<file path="config.mk">
export PLATFORM = sky130hd
export DESIGN_NAME = led_show_arbiter
export DESIGN_NICKNAME = d
export VERILOG_FILES = /design/src/rtl/led_show_arbiter_pkg.sv /design/src/rtl/led_show_arbiter_tick_gen.sv /design/src/rtl/led_show_arbiter.sv
export SDC_FILE = /design/constraint.sdc
export NUM_CORES = 1
export LEC_CHECK = 0
export ABC_AREA = 1
export BUFFER_PORTS_ARGS = -buffer_cell sky130_fd_sc_hd__buf_2
export CORE_UTILIZATION = 50
export CTS_BUF_LIST = sky130_fd_sc_hd__clkbuf_2
export DETAILED_ROUTE_END_ITERATION = 6
export HOLD_SLACK_MARGIN = 0.05
export PLACE_DENSITY = 0.83
export SYNTH_ARGS = -nofsm -noshare
export SYNTH_HDL_FRONTEND = slang
export SYNTH_HIERARCHICAL = 1
export SYNTH_SLANG_ARGS = --single-unit
</file>
<file path="constraint.sdc">
create_clock -name clk -period 2.85 [get_ports clk]
set_input_delay 0 -clock clk [delete_from_list [all_inputs] [get_ports clk]]
set_output_delay 0 -clock clk [all_outputs]
set_load 0.01 [all_outputs]
</file>
<file path="src/rtl/led_show_arbiter_pkg.sv">
// Shared encodings for the LED show arbiter: display modes and sequencer states.
package led_pkg;

    typedef enum logic [1:0] {
        MODE_STATIC = 2'd0,
        MODE_CHASE  = 2'd1,
        MODE_BLINK  = 2'd2,
        MODE_RSVD   = 2'd3
    } led_mode_e;

    typedef enum logic [1:0] {
        ST_IDLE = 2'd0,
        ST_SHOW = 2'd1,
        ST_FIN  = 2'd2
    } led_state_e;

endpackage

</file>
<file path="src/rtl/led_show_arbiter_tick_gen.sv">
// Free-running prescaler; tick is a one-cycle enable each time the counter hits all-ones.
module led_tick_gen #(
    parameter int TICK_W = 20
) (
    input  logic clk,
    input  logic rst,
    input  logic clr,
    output logic tick
);

    logic [TICK_W-1:0] cnt_q;

    always_ff @(posedge clk) begin
        if (rst || clr) begin
            cnt_q <= '0;
        end else begin
            cnt_q <= cnt_q + 1'b1;
        end
    end

    assign tick = &cnt_q;

endmodule

</file>
<file path="src/rtl/led_show_arbiter.sv">
// Round-robin owner of the user LEDs; animates the winner's pattern for a fixed
// number of prescaled ticks, then hands the bank back.
//
//   state   | meaning
//   --------+-------------------------------------------------------------
//   ST_IDLE | LEDs dark, scanning requests from rr_ptr+1 for the next owner
//   ST_SHOW | owner holds the LEDs; mode applied on every tick
//   ST_FIN  | one-cycle release, done pulsed to the owner
module led_show_arbiter
    import led_pkg::*;
#(
    parameter int NUM_REQ    = 4,
    parameter int LED_W      = 8,
    parameter int TICK_W     = 20,
    parameter int HOLD_TICKS = 8
) (
    input  logic                     clk,
    input  logic                     rst,
    input  logic [NUM_REQ-1:0]       req,
    input  logic [2*NUM_REQ-1:0]     mode,
    input  logic [LED_W*NUM_REQ-1:0] pattern,
    output logic [NUM_REQ-1:0]       grant,
    output logic [NUM_REQ-1:0]       done,
    output logic                     busy,
    output logic [LED_W-1:0]         leds
);

    localparam int IDX_W = (NUM_REQ > 1) ? $clog2(NUM_REQ) : 1;

    led_state_e         state_q, state_d;
    logic [NUM_REQ-1:0] grant_q, grant_d;
    logic [NUM_REQ-1:0] done_q, done_d;
    logic               busy_q, busy_d;
    logic [LED_W-1:0]   leds_q, leds_d;
    logic [7:0]         hold_q, hold_d;
    logic [IDX_W-1:0]   rr_q, rr_d;
    logic [IDX_W-1:0]   owner_q, owner_d;
    led_mode_e          mode_q, mode_d;
    logic [LED_W-1:0]   pat_q, pat_d;

    logic               tick;
    logic               tick_clr;
    logic               win_found;
    logic [IDX_W-1:0]   win_idx;
    logic [IDX_W-1:0]   cand;
    logic [LED_W-1:0]   leds_anim;
    logic [7:0]         hold_inc;

    led_tick_gen #(
        .TICK_W (TICK_W)
    ) u_tick (
        .clk  (clk),
        .rst  (rst),
        .clr  (tick_clr),
        .tick (tick)
    );

    // First requester strictly after the last owner, wrapping modulo NUM_REQ.
    always_comb begin
        win_found = 1'b0;
        win_idx   = '0;
        cand      = '0;
        for (int i = 1; i <= NUM_REQ; i++) begin
            cand = IDX_W'((int'(rr_q) + i) % NUM_REQ);
            if (!win_found && req[cand]) begin
                win_found = 1'b1;
                win_idx   = cand;
            end
        end
    end

    always_comb begin
        leds_anim = leds_q;
        case (mode_q)
            MODE_CHASE: leds_anim = {leds_q[LED_W-2:0], leds_q[LED_W-1]};
            MODE_BLINK: leds_anim = (leds_q == pat_q) ? '0 : pat_q;
            default:    leds_anim = leds_q;
        endcase
    end

    assign hold_inc = hold_q + 8'd1;

    always_comb begin
        state_d  = state_q;
        grant_d  = grant_q;
        done_d   = '0;
        leds_d   = leds_q;
        hold_d   = hold_q;
        rr_d     = rr_q;
        owner_d  = owner_q;
        mode_d   = mode_q;
        pat_d    = pat_q;
        tick_clr = 1'b0;

        case (state_q)
            ST_IDLE: begin
                grant_d = '0;
                leds_d  = '0;
                if (win_found) begin
                    state_d          = ST_SHOW;
                    grant_d[win_idx] = 1'b1;
                    owner_d          = win_idx;
                    mode_d           = led_mode_e'(mode[2*win_idx +: 2]);
                    pat_d            = pattern[LED_W*win_idx +: LED_W];
                    leds_d           = pattern[LED_W*win_idx +: LED_W];
                    hold_d           = '0;
                    tick_clr         = 1'b1;
                end
            end
            ST_SHOW: begin
                // A dropped request wins over a completion landing in the same cycle.
                if (!req[owner_q]) begin
                    state_d = ST_IDLE;
                    grant_d = '0;
                    leds_d  = '0;
                    rr_d    = owner_q;
                end else if (tick) begin
                    hold_d = hold_inc;
                    if (hold_inc == 8'(HOLD_TICKS)) begin
                        state_d         = ST_FIN;
                        grant_d         = '0;
                        leds_d          = '0;
                        done_d[owner_q] = 1'b1;
                        rr_d            = owner_q;
                    end else begin
                        leds_d = leds_anim;
                    end
                end
            end
            ST_FIN: begin
                state_d = ST_IDLE;
            end
            default: begin
                state_d = ST_IDLE;
                grant_d = '0;
                leds_d  = '0;
            end
        endcase

        busy_d = (state_d == ST_SHOW);
    end

    always_ff @(posedge clk) begin
        if (rst) begin
            state_q <= ST_IDLE;
            grant_q <= '0;
            done_q  <= '0;
            busy_q  <= 1'b0;
            leds_q  <= '0;
            hold_q  <= '0;
            rr_q    <= IDX_W'(NUM_REQ - 1);
            owner_q <= '0;
            mode_q  <= MODE_STATIC;
            pat_q   <= '0;
        end else begin
            state_q <= state_d;
            grant_q <= grant_d;
            done_q  <= done_d;
            busy_q  <= busy_d;
            leds_q  <= leds_d;
            hold_q  <= hold_d;
            rr_q    <= rr_d;
            owner_q <= owner_d;
            mode_q  <= mode_d;
            pat_q   <= pat_d;
        end
    end

    assign grant = grant_q;
    assign done  = done_q;
    assign busy  = busy_q;
    assign leds  = leds_q;

endmodule

</file>
# Yosys cells after proc, flatten, opt, wreduce, memory -nomap -nowiden
# Index checks and enable logic that the tools add are counted.
[classes]
addsub = 6
magnitude_cmp = 8
n_eq_ne = 15
shifts = 2
muxes = 48
n_bitwise = 5
reduce_logical = 18
[ops]
columns = ["operator", "n"]
rows = [
  ["two-way mux 8 bit", 8],
  ["case mux 8 bit (2 select lines)", 2],
  ["variable part select 32 x 6 -> 8 bit", 1],
  ["case mux 8 bit (3 select lines)", 1],
  ["two-way mux 2 bit", 11],
  ["adder 20 x 1 -> 20 bit, second input constant", 1],
  ["AND reduction 20 bit", 1],
  ["< comparator 2 x 3 -> 1 bit, second input constant", 6],
  ["two-way mux 4 bit", 4],
  ["two-way mux 1 bit", 13],
  ["case mux 4 bit (3 select lines)", 1],
  ["binary-select mux 1 bit (select 2 bit)", 5],
  ["AND reduction 3 bit", 3],
  ["adder 8 x 1 -> 8 bit, second input constant", 1],
  ["equality test 8 x 4 -> 1 bit, second input constant", 1],
  ["equality test 8 bit", 1],
  ["!= test 2 bit, second input constant", 4],
  ["variable part select 8 x 4 -> 2 bit", 1],
  ["equality test 2 x 1 -> 1 bit, second input constant", 3],
  ["!= test 3 bit, second input constant", 2],
  ["logical AND 1 bit", 5],
  ["!= test 5 x 3 -> 1 bit, second input constant", 1],
  ["NOT 1 bit", 5],
  ["OR reduction 5 bit", 1],
  ["13 further kinds", 20],
]
[word_totals]
regBits = 61
input_bits = 46
out_inout_bits = 17
elab_cells = 113

# Depth between registers and ports, before layout
# Gate-level depths: netlist of the first run.
[logic_depth]
word_depth = 19
mapped_depth = 18
mapped_depth_nobuf = 17

# By module
# The synthesis of the first run kept the hierarchy.
[by_module_without_submodules]
columns = ["module", "n_inst", "cells_each", "area_per_inst_um2"]
rows = [
  ["led_show_arbiter", 1, 428, 2695.1],
  ["led_tick_gen", 1, 142, 1021.0],
]

# Worst setup path before layout of the first run
# Ideal clock, no wire load.
[synth_path]
kind = "reg-to-reg"
startpoint = "register rr_q[0]"
endpoint = "register u_tick.cnt_q[6]"
arrival_time_ps = 1953
required_time_ps = 2764
slack_ps = 812
path_stages_with_launch = 15
n_path_buf = 3
synth_period_minus_slack_ps = 2038
path_cell_list = "dfxtp_1 -> buf_4 -> nand2_1 -> nand2_1 -> nand2_1 -> nand2_2 -> nor2_8 -> nand3_4 -> nand2_2 -> inv_2 -> buf_2 -> nor2_4 -> inv_1 -> buf_2 -> a211oi_1"
[synth_between]
elab_chain_len = 16
elab_cells_between_ends = 25
cone_classes = "add/sub (4); mux (14); reduce/logical (7)"
[synth_lines]
columns = ["item", "line_no", "source"]
rows = [
  ["start, declared", "led_show_arbiter.sv:36", "logic [IDX_W-1:0] rr_q, rr_d;"],
  ["start signal, assigned", "led_show_arbiter.sv:151", "rr_q <= IDX_W'(NUM_REQ - 1);"],
  ["start signal, assigned", "led_show_arbiter.sv:162", "rr_q <= rr_d;"],
  ["adder 2 x 1 -> 2 bit", "led_show_arbiter.sv:64", "cand = IDX_W'((int'(rr_q) + i) % NUM_REQ);"],
  ["binary-select mux 1 bit (select 2 bit)", "led_show_arbiter.sv:65", "if (!win_found && req[cand]) begin"],
  ["two-way mux 1 bit (implied by the code)", "led_show_arbiter.sv:65", ""],
  ["two-way mux 1 bit", "led_show_arbiter.sv:65", ""],
  ["zero test 1 bit", "led_show_arbiter.sv:65", ""],
  ["logical AND 1 bit", "led_show_arbiter.sv:65", ""],
  ["two-way mux 1 bit", "led_show_arbiter.sv:65", ""],
  ["zero test 1 bit", "led_show_arbiter.sv:65", ""],
  ["logical AND 1 bit", "led_show_arbiter.sv:65", ""],
  ["two-way mux 1 bit", "led_show_arbiter.sv:65", ""],
  ["zero test 1 bit", "led_show_arbiter.sv:65", ""],
  ["logical AND 1 bit", "led_show_arbiter.sv:65", ""],
  ["two-way mux 1 bit *", "led_show_arbiter.sv:65", ""],
  ["two-way mux 1 bit *", "led_show_arbiter.sv:99", "if (win_found) begin"],
  ["two-way mux 1 bit *", "led_show_arbiter.sv:95", "case (state_q)"],
  ["via tick_clr", "led_show_arbiter.sv:42", "logic tick_clr;"],
  ["logical OR 1 bit *", "led_show_arbiter_tick_gen.sv:14", "if (rst || clr) begin"],
  ["end signal, assigned", "led_show_arbiter_tick_gen.sv:17", "cnt_q <= cnt_q + 1'b1;"],
  ["end, declared", "led_show_arbiter_tick_gen.sv:11", "logic [TICK_W-1:0] cnt_q;"],
]
# The timed path passes the listed nets; every way through them passes the cells marked *. The select of a mux whose other input is x is not followed.
# A chain may end at the register's enable or synchronous reset.

# Final worst setup path of the first run
[layout_path]
startpoint = "register rr_q[0]"
endpoint = "register leds_q[6], in the netlist leds[6]"
[layout_between]
elab_chain_len = 16
elab_cells_between_ends = 29
cone_classes = "add/sub (4); shift (1); mux (18); reduce/logical (6)"
[layout_lines]
columns = ["item", "line_no", "source"]
rows = [
  ["adder 2 x 1 -> 2 bit", "led_show_arbiter.sv:64", ""],
  ["binary-select mux 1 bit (select 2 bit)", "led_show_arbiter.sv:65", ""],
  ["two-way mux 1 bit (implied by the code)", "led_show_arbiter.sv:65", ""],
  ["two-way mux 1 bit", "led_show_arbiter.sv:65", ""],
  ["zero test 1 bit", "led_show_arbiter.sv:65", ""],
  ["logical AND 1 bit", "led_show_arbiter.sv:65", ""],
  ["two-way mux 1 bit", "led_show_arbiter.sv:65", ""],
  ["zero test 1 bit", "led_show_arbiter.sv:65", ""],
  ["logical AND 1 bit", "led_show_arbiter.sv:65", ""],
  ["two-way mux 1 bit", "led_show_arbiter.sv:65", ""],
  ["zero test 1 bit", "led_show_arbiter.sv:65", ""],
  ["logical AND 1 bit", "led_show_arbiter.sv:65", ""],
  ["two-way mux 2 bit", "led_show_arbiter.sv:65", ""],
  ["variable part select 32 x 6 -> 8 bit", "led_show_arbiter.sv:105", "leds_d = pattern[LED_W*win_idx +: LED_W];"],
  ["two-way mux 8 bit *", "led_show_arbiter.sv:99", ""],
  ["case mux 8 bit (3 select lines) *", "led_show_arbiter.sv:95", ""],
  ["end signal, assigned", "led_show_arbiter.sv:160", "leds_q <= leds_d;"],
  ["end, declared", "led_show_arbiter.sv:34", "logic [LED_W-1:0] leds_q, leds_d;"],
]
# Mark *: on every way between the ends. The rest lies on a longest branch, timed or not. The select of a mux whose other input is x is not followed.

==> flow_summary.toml, run 1 <==
[run_status]
status = "finished, final reports clean"

[power]
powerDensity_nw_per_um2 = 897
internal-power_w = 0.00195
p_comb_share_pct = 60.3
ir_worst_vdd_uv = 428
switchingPower_w = 0.00214
p_seq_share_pct = 30.0
p_leak_nw = 2.22
clock_power_share_pct = 9.7
p_sw_share_pct = 52.3

[drt]
drt_first_pass_iters = 5
wl_per_cell_um = 13.1
drc = 0
vias_per_cell = 5.19
wirelength_um = 10200
vias = 4031
ant_nets = 0
drtIter0Drc = 179

[setup_path]
max_stage_delay_ps = 560
path_cells = "inv_2 -> nand2_1 -> nand2_1 -> nand2_1 -> nand2_2 -> nor2_8 -> nand3_4 -> nand3_2 -> nand2_1 -> nand2_1 -> nand2_1 -> nand3_1 -> nand2_1 -> nand2_1 -> a21oi_1"
cp-start-kind = "register"
cp_max_fo = 20
rr_worst_depth = 15
path_buf_inv = 1
slowest_stage = "dfxtp_1"
cp.depth = 15
crit_path_frequent_cell = "nand2_1"
endpoint_kind = "register"
cp_top_family = "simple AND/OR/NAND/NOR gates"
critPathRequiredTime_ps = 3200
crit_type = "reg2reg"
arrival_ps = 2910

[final_layout]
areaGrowthSynthToFinish_pct = 22.7
finalNonFillerCells = 776
regArea_um2 = 1220
num-fill-cells = 655
final_layout_size_suffix_gt1_share_pct = 16.7
multi_input_area_um2 = 2180
fin_nets = 721
fin_util_pct = 63.2

[global_route]
overflow = 0
track_usage_pct = 28.2
grt_pass1_vias = 3869
grt_pass1_wl_um = 17000
grt_antenna_before_repair = 1
grt_max_degree = 32

[sta]
slew_headroom_pct = 57.4
min_period_over_period_pct = 89.7
worst_pin_slew_ps = 639
setup_viol_count_final = 0
drv_slew = 0
whs_ps = 161
max_freq_mhz = 391
setup_ws_ps = 295
fin_setup_tns_ps = 0
clock-skew-final_ps = 43.0
layout_min_cycle_time_ps = 2560
rsz0062_at_grt = "false"
final-hold-violation-count = 0

[placement]
gp_congestion = 0.928
place_inst = 720
dp_slack_ps = 401
port_buffers = 62
dp_hpwl_um = 6650

[clock_network]
cts.path.max_buffers = 2
clock-sinks = 61
cts_tree = "yes"
cts_max_level = 3
cts.clk_slew.worst_paths_ps = 190
insertion_delay_ps = 500
cts_buffers = 9
root_buffer = "clkbuf_2"

[logic_synthesis]
synth_edf_count = 0
synth.ff_latch_count = 61
ys_types = 38
yosys_warnings = 6
synth_area_per_cell_um2 = 6.52
synthCells = 570
syn-num-nets = 618
async_reset_ff_share_pct = 0
synth_seq_area_share_pct = 32.9
synth_ff_type = "dfxtp_1"
synth_area_um2 = 3720

[die]
fp.dieW_um = 88.2
io_pins = 63
start_util_pct = 51.5
core_area_um2 = 7210
rows = 31
die_h_um = 88.2
dieArea_um2 = 7780

[hold_path]
hp-class = "in2reg"
min_path_cells = 6

[flow_run]
drv_cap = 0
[per-layer routing]
metal  share of wire [%]  global-route usage, %  wire (um)
met1                  41                   31.3       4190
met2                  49                   49.0       5050
met3                 6.8                   7.84        692
met4                 2.6                   15.0        262
met5                   0                      0          0
[placed cells by master, fill, tap and decap left out, types with 2 or more instances in the layout]
master and n:
clkinv_1 2, inv_2 6, a211oi_1 2, nand3b_1 15, nor3_1 7, xnor2_1 4, nand2_2 9, nor4_1 2
a21oi_1 40, nor2_1 42, buf_2 62, buf_4 2, ha_1 2, dfxtp_1 61, xor2_1 12, a21oi_2 2
inv_1 54, nand3_1 43, o211a_1 3, nand4_1 5, clkbuf_2 10, nand2_4 4, o21ai_0 18, nand2_1 201
dlygate4sd3_1 41, nor2_4 6, nor2_8 2, o21ai_1 2, clkinv_2 2, o211ai_1 2, nor2_2 4
[final timing paths]
kind | start | endpoint | slack, ps
worst min-delay path | pattern[11] | pat_q[3]$_SDFFE_PP0P_ | 160
worst max-delay path | rr_q[0]$_SDFFE_PP1P_ | leds[6]$_SDFFE_PP0P_ | 290
worst max register to register | rr_q[0]$_SDFFE_PP1P_ | leds[6]$_SDFFE_PP0P_ | 290
worst min register to register | grant[2]$_SDFFE_PP0P_ | grant[2]$_SDFFE_PP0P_ | 480
[power by group through the flow]
stage | logic [W] | registers (W) | clock network (W)
2_1_floorplan | 0.00197 | 0.00120 | 0
3_3_place_gp | 0.00229 | 0.00123 | 0
3_5_place_dp | 0.00235 | 0.00124 | 0
4_1_cts | 0.00240 | 0.00122 | 0.000410
5_1_grt | 0.00279 | 0.00125 | 0.000457
6_report | 0.00246 | 0.00123 | 0.000399
[per-stage QoR]
stage / power (W) / area (um^2)
after global placement: 0.00352 / 4080
after CTS: 0.00403 / 4560
after floorplan: 0.00317 / 3720
final: 0.00409 / 4560
after global routing: 0.00450 / 4560
after detailed placement: 0.00359 / 4080
[sequential cells by signal, indices dropped and copies added (netlist names)]
name / flops
busy: 1
done: 4
grant: 4
hold_q: 8
leds: 8
mode_q: 2
owner_q: 2
pat_q: 8
rr_q: 2
state_q: 2
u_tick/cnt_q: 20
[cell usage after synthesis, types with 2 or more instances]
cell type / number / area, um^2
nand2_1: 201 / 754
dfxtp_1: 61 / 1220
inv_1: 54 / 203
nand3_1: 43 / 215
nor2_1: 42 / 158
a21oi_1: 40 / 200
o21ai_0: 18 / 90.1
nand3b_1: 15 / 113
xor2_1: 12 / 105
nand2_2: 9 / 56.3
nor3_1: 7 / 35.0
inv_2: 6 / 22.5
nor2_4: 6 / 67.6
nand4_1: 5 / 31.3
buf_2: 4 / 20.0
buf_6: 4 / 45.0
clkbuf_1: 4 / 15.0
nand2_4: 4 / 45.0
nor2_2: 4 / 25.0
xnor2_1: 4 / 35.0
o211a_1: 3 / 30.0
a211oi_1: 2 / 15.0
a21oi_2: 2 / 17.5
ha_1: 2 / 25.0
nor2_8: 2 / 40.0
nor4_1: 2 / 12.5
o211ai_1: 2 / 15.0
o21ai_1: 2 / 10.0
[what timing repair did]
action / 4_1_cts / 5_1_grt
setup buffers: 0 / 0
hold buffers: 41 / 0
endpoints found under the hold margin: 28 / 0
gates resized for setup: 0 / 0
[worst register-to-register path, stage by stage (launching register included)]
cell	delay (ps)
dfxtp_1	560
inv_2	150
nand2_1	110
nand2_1	80
nand2_1	100
nand2_2	90
nor2_8	130
nand3_4	190
nand3_2	370
nand2_1	130
nand2_1	110
nand2_1	50
nand3_1	130
nand2_1	70
nand2_1	60
a21oi_1	60
[cells by family (layout without fill, tap and decap cells)]
kind of cell / Yosys count / count (layout) / share of synthesized area (%)
AND/OR/NAND/NOR: 344 / 344 / 42.9
AO/OA/AOI/OAI: 74 / 74 / 11.4
buffers and inverters: 73 / 179 / 8.42
flip-flops: 61 / 61 / 32.9
XOR/XNOR: 16 / 16 / 3.77
adder cells (fa/ha/maj): 2 / 2 / 0.673
other: 0 / 1 / 0
[layout make-up]
type / instances / share of cell area [%]
diodes: 1 / 0.0549
clock inverters: 4 / 0.384
well taps: 99 / 2.72
inverters: 60 / 4.94
clock buffers: 10 / 1.10
flip-flops and latches: 61 / 26.8
multi-input cells: 436 / 47.9
repair buffers: 105 / 16.1
No activity file was read; power rests on OpenSTA's default activity.
==> run 2: changes to the inputs <==
- PLACE_DENSITY: 0.83 -> 0.72
- clock period: 2.85 -> 3.26 ns (I/O delays scaled with it)
==> run 2 against run 1 <==
- power fell by 3.2%
- clock skew fell by 14 ps
- register-to-register slack barely moved
- via count fell by 1.9%
- sequential cell count did not move
- the run now ends with design-rule violations left
- die area did not move
- largest cell class unchanged
- sequential power fell by 14%
- critical endpoint is now leds[3]$_SDFFE_PP0P_
- worst hold slack improved by 29 ps
- critical path depth rose by 1
- sequential share of layout area did not move
==> flow_summary.toml, run 2 (synthesized netlist as in run 1, its figures left out) <==
[final_layout]
mostFrequentLayoutCell = "nand2_1"
largest_register_ffs = 20
fin_nets = 717
final_layout_size_suffix_gt1_share_pct = 16.8
top_register = "u_tick/cnt_q"
diodes = 0
layout.cells.most_common_list = "201 x nand2_1, 62 x buf_2, 61 x dfxtp_1"
num-fill-cells = 652
regArea_um2 = 1220
multi_input_area_um2 = 2190
areaGrowthSynthToFinish_pct = 22.7

[setup_path]
endpoint_kind = "register"
crit_path_start = "rr_q[0]$_SDFFE_PP1P_"
crit_path_frequent_cell = "nand2_1"
path_cells = "inv_2 -> nand2_1 -> nand2_1 -> nand2_1 -> nand2_2 -> nor2_8 -> nand3_4 -> nand3_4 -> nand2_1 -> nand2_1 -> dlygate4sd3_1 -> nand2_1 -> nand3_1 -> nand2_1 -> nand2_1 -> a21oi_1"
critPathRequiredTime_ps = 3610
cp.depth = 16
slowest_stage = "dlygate4sd3_1"
rr_worst_depth = 16
max_stage_delay_ps = 570
reg2reg_from = "rr_q[0]$_SDFFE_PP1P_"
cp_max_fo = 20
cp-start-kind = "register"
cp_top_family = "simple AND/OR/NAND/NOR gates"
endpoint = "leds[3]$_SDFFE_PP0P_"
r2r_end = "leds[3]$_SDFFE_PP0P_"
crit_type = "reg2reg"
arrival_ps = 3310
rrSetupSlack_ps = 300
path_buf_inv = 2

[flow_run]
drv_cap = 0

[run_status]
status = "finished with violations"
violations = "design-rule violations"

[die]
dieArea_um2 = 7780
die_h_um = 88.2
fp.dieW_um = 88.2
start_util_pct = 51.5
io_pins = 63
rows = 31
core_area_um2 = 7210

[drt]
vias = 3956
ant_nets = 0
drt_first_pass_iters = 7
vias_per_cell = 5.12
drtIter0Drc = 263
wirelength_um = 9620
wl_per_cell_um = 12.5
drc = 2

[clock_network]
cts_max_level = 3
cts_tree = "yes"
clock-sinks = 61
root_buffer = "clkbuf_2"
insertion_delay_ps = 500
cts.clk_slew.worst_paths_ps = 160
cts_buffers = 9
cts.path.max_buffers = 2
cts_setup_buffers = 0

[power]
ir_worst_vdd_uv = 279
powerDensity_nw_per_um2 = 868
p_leak_nw = 2.22
power_w = 0.00396

[sta]
whs_ps = 190
final-hold-violation-count = 0
layout_min_cycle_time_ps = 2960
fin_setup_tns_ps = 0
setup_viol_count_final = 0
min_period_over_period_pct = 90.7
worst_pin_slew_ps = 640
max_freq_mhz = 338
drv_slew = 0
rsz0062_at_grt = "false"
clock-skew-final_ps = 28.6
slew_headroom_pct = 57.3

[global_route]
grt_pass1_vias = 3648
grt_antenna_before_repair = 0
grt_max_degree = 32
grt_pass1_wl_um = 15800
overflow = 0
track_usage_pct = 26.0

[placement]
dp_hpwl_um = 6370
port_buffers = 62
gp_congestion = 0.859

[hold_path]
hp-class = "in2reg"
-- run 2: area by class of cell --
type / instances / share of cell area, %
flip-flops and latches: 61 / 26.8
repair buffers: 101 / 15.3
well taps: 99 / 2.72
clock inverters: 6 / 1.21
inverters: 60 / 4.94
multi-input cells: 436 / 48.0
clock buffers: 9 / 0.988
-- run 2: report_power, final --
part / internal, W / switching, W
clock network: 0.000165 / 0.000270
registers: 0.000901 / 0.000163
logic: 0.000951 / 0.00150
total: 0.00202 / 0.00194
-- run 2: tightest hold or removal path: cells and delay by family --
kind,cells,cell delay [ps]
buf+inv,1,120
compound gates,3,250
simple gates,3,280
-- run 2: worst min path at each step --
stage / from / end / cells past startpoint
after floorplan: rst / state_q[1]$_SDFF_PP0_ / 1
after global placement: mode[4] / mode_q[0]$_SDFFE_PP0P_ / 5
after detailed placement: mode[4] / mode_q[0]$_SDFFE_PP0P_ / 5
after CTS: req[0] / state_q[0]$_SDFF_PP0_ / 7
after global routing: req[0] / state_q[0]$_SDFF_PP0_ / 7
final: req[0] / state_q[0]$_SDFF_PP0_ / 7
-- run 2: per-stage QoR --
step                cells  setup slack, ps  utilization, %  cell area, um^2
finish                772              303            63.2             4560
global route          772             23.7            63.2             4560
CTS                   772              272            63.1             4550
detailed placement    719              819            56.4             4070
global placement      719              916            56.4             4070
floorplan             570             1220               -             3720
-- run 2: repair_timing --
action / 4_1_cts / 5_1_grt
endpoints found under the hold margin: 28 / 0
gates resized for setup: 0 / 1
hold buffers: 38 / 0
endpoints found under the setup margin: 0 / 7
-- run 2: layer usage --
| metal | track usage [%] | part of all wire [%] | vias to the layer above |
|---|---|---|---|
| li1 | - | - | 2019 |
| met4 | 13.6 | 2.1 | 0 |
| met1 | 29.7 | 43 | 1784 |
| met2 | 46.4 | 50 | 131 |
| met5 | 0 | 0 | - |
| met3 | 4.57 | 5.1 | 22 |
==> run 3: changes to the inputs <==
- REMOVE_ABC_BUFFERS: unset -> 1
- SETUP_SLACK_MARGIN: unset -> 0.5
==> run 3 against run 2 <==
- the flow now finishes without violations
- worst hold slack got worse by 120 ps
- cell count decreased by 0.52%
- worst setup slack improved by 450 ps
- sequential share of layout area grew 0.42 points
- global-route usage is 0.93 points higher
- clock power down 11%
- critical path depth shrank 3
- cell area is 1.3% lower
==> flow_summary.toml, run 3 (synthesized netlist as in run 1, its figures left out) <==
[global_route]
grt_pass1_vias = 3635
globalRouteMet1Util_pct = 33.2
use_met3_pct = 6.06
grtUsageMet2_pct = 45.5
track_usage_pct = 26.9
grt_pass1_wl_um = 16200
grt_antenna_before_repair = 1
overflow = 0
grt_max_degree = 32
gr-max-usage-layer = "met2"

[clock_network]
cts.path.max_buffers = 2
cts_buffers = 9
cts.clk_slew.worst_paths_ps = 170
cts_max_level = 3
insertion_delay_ps = 500
root_buffer = "clkbuf_2"
cts_tree = "yes"
cts_setup_buffers = 0
clock-sinks = 61

[setup_path]
endpoint_kind = "register"
cp-start-kind = "register"
crit_type = "reg2reg"
arrival_ps = 2960
cp_max_fo = 9
critPathRequiredTime_ps = 3710

[sta]
layout_min_cycle_time_ps = 2510
fin_setup_tns_ps = 0
max_freq_mhz = 399
drv_slew = 0
slew_headroom_pct = 57.1
setup_viol_count_final = 0
clock-skew-final_ps = 28.8
min_period_over_period_pct = 76.9
rsz0062_at_grt = "false"
worst_pin_slew_ps = 643
final-hold-violation-count = 0

[final_layout]
largest_register_ffs = 20
areaGrowthSynthToFinish_pct = 21.0
mostFrequentLayoutCell = "nand2_1"
top_register = "u_tick/cnt_q"
stdcell_area_um2 = 4500
fin_nets = 711
regArea_um2 = 1220
final_layout_size_suffix_gt1_share_pct = 17.4
num-fill-cells = 674
multi_input_area_um2 = 2200
layout.cells.most_common_list = "201 x nand2_1, 62 x buf_2, 59 x dfxtp_1"

[power]
p_leak_nw = 2.19
ir_worst_vdd_uv = 371
powerDensity_nw_per_um2 = 804

[die]
die_h_um = 88.2
core_area_um2 = 7210
io_pins = 63
fp.dieW_um = 88.2
rows = 31
dieArea_um2 = 7780
start_util_pct = 51.5

[placement]
dp_hpwl_um = 6690
port_buffers = 62
placed_area_um2 = 4060
gp_congestion = 0.879

[drt]
vias = 3954
drtIter0Drc = 186
wirelength_um = 9720
drt_first_pass_iters = 6
vias_per_cell = 5.15
ant_nets = 0
wl_per_cell_um = 12.7
drc = 0

[hold_path]
hp-class = "in2reg"

[flow_run]
drv_cap = 0

[run_status]
status = "finished, final reports clean"
-- run 3: cell types whose count changed in the layout (fill, tap and decap cells not counted), sizes merged --
cell	change
bufinv	-1
dlygate4sd3	-5
clkbuf	+3
clkinv	-1
buf	-1
diode	+1
-- run 3: worst paths after layout --
| check | startpoint | endpoint | slack, ps | cells past startpoint |
|---|---|---|---|---|
| worst max-delay path | u_tick/cnt_q[0]$_SDFF_PP0_ | leds[1]$_SDFFE_PP0P_ | 750 | 13 |
| worst min-delay path | pattern[26] | pat_q[2]$_SDFFE_PP0P_ | 70 | 6 |
| worst max register to register | u_tick/cnt_q[0]$_SDFF_PP0_ | leds[1]$_SDFFE_PP0P_ | 750 | 13 |
| worst min register to register | grant[1]$_SDFFE_PP0P_ | grant[1]$_SDFFE_PP0P_ | 490 | 2 |
-- run 3: per-layer routing --
metal  up-vias  part of all wire, %
li1       2016                    -
met1      1761                   44
met2       152                   47
met3        25                  6.1
met4         0                  2.6
met5         -                    0
-- run 3: power by group --
group	switching (W)	total [W]	internal, W
Combinational	0.00144	0.00215	0.000703
Sequential	0.000174	0.00108	0.000904
Clock	0.000281	0.000389	0.000107
-- run 3: area by class of cell --
class | count | share of cell area (%)
diodes | 1 | 0.0556
clock buffers | 12 | 1.34
clock inverters | 4 | 0.556
inverters | 60 | 5.01
multi-input cells | 436 | 48.8
flip-flops and latches | 61 | 27.2
well taps | 99 | 2.75
repair buffers | 95 | 14.2
-- run 3: repair_timing --
item | CTS | global route
hold buffers | 33 | 0
gates resized for setup | 1 | 3
setup endpoints to repair | 1 | 16
endpoints found under the hold margin | 28 | 0
cloned | 0 | 0
-- run 3: stage by stage --
step | instances | util (%) | total power, W | worst slack, ps | hold slack (ps)
2_1_floorplan | 557 | - | 0.00262 | 1040 | 62.4
3_3_place_gp | 718 | 56.3 | 0.00310 | 689 | 320
3_5_place_dp | 718 | 56.3 | 0.00314 | 489 | 314
4_1_cts | 767 | 62.1 | 0.00357 | 579 | 50.4
5_1_grt | 768 | 62.3 | 0.00397 | 520 | 69.4
6_report | 768 | 62.3 | 0.00361 | 752 | 65.3
-- run 3: critical path, stage by stage (launching register included) --
cell     delay [ps]
dfxtp_1         410
ha_1            230
nand2_2          90
nor2_4          170
nand2_4         100
nor2_4          100
nand3_1         110
nor2_1          260
o22ai_1         150
inv_1           100
nand2_1         250
nor2_4          290
nand2_1         100
a21oi_2         110
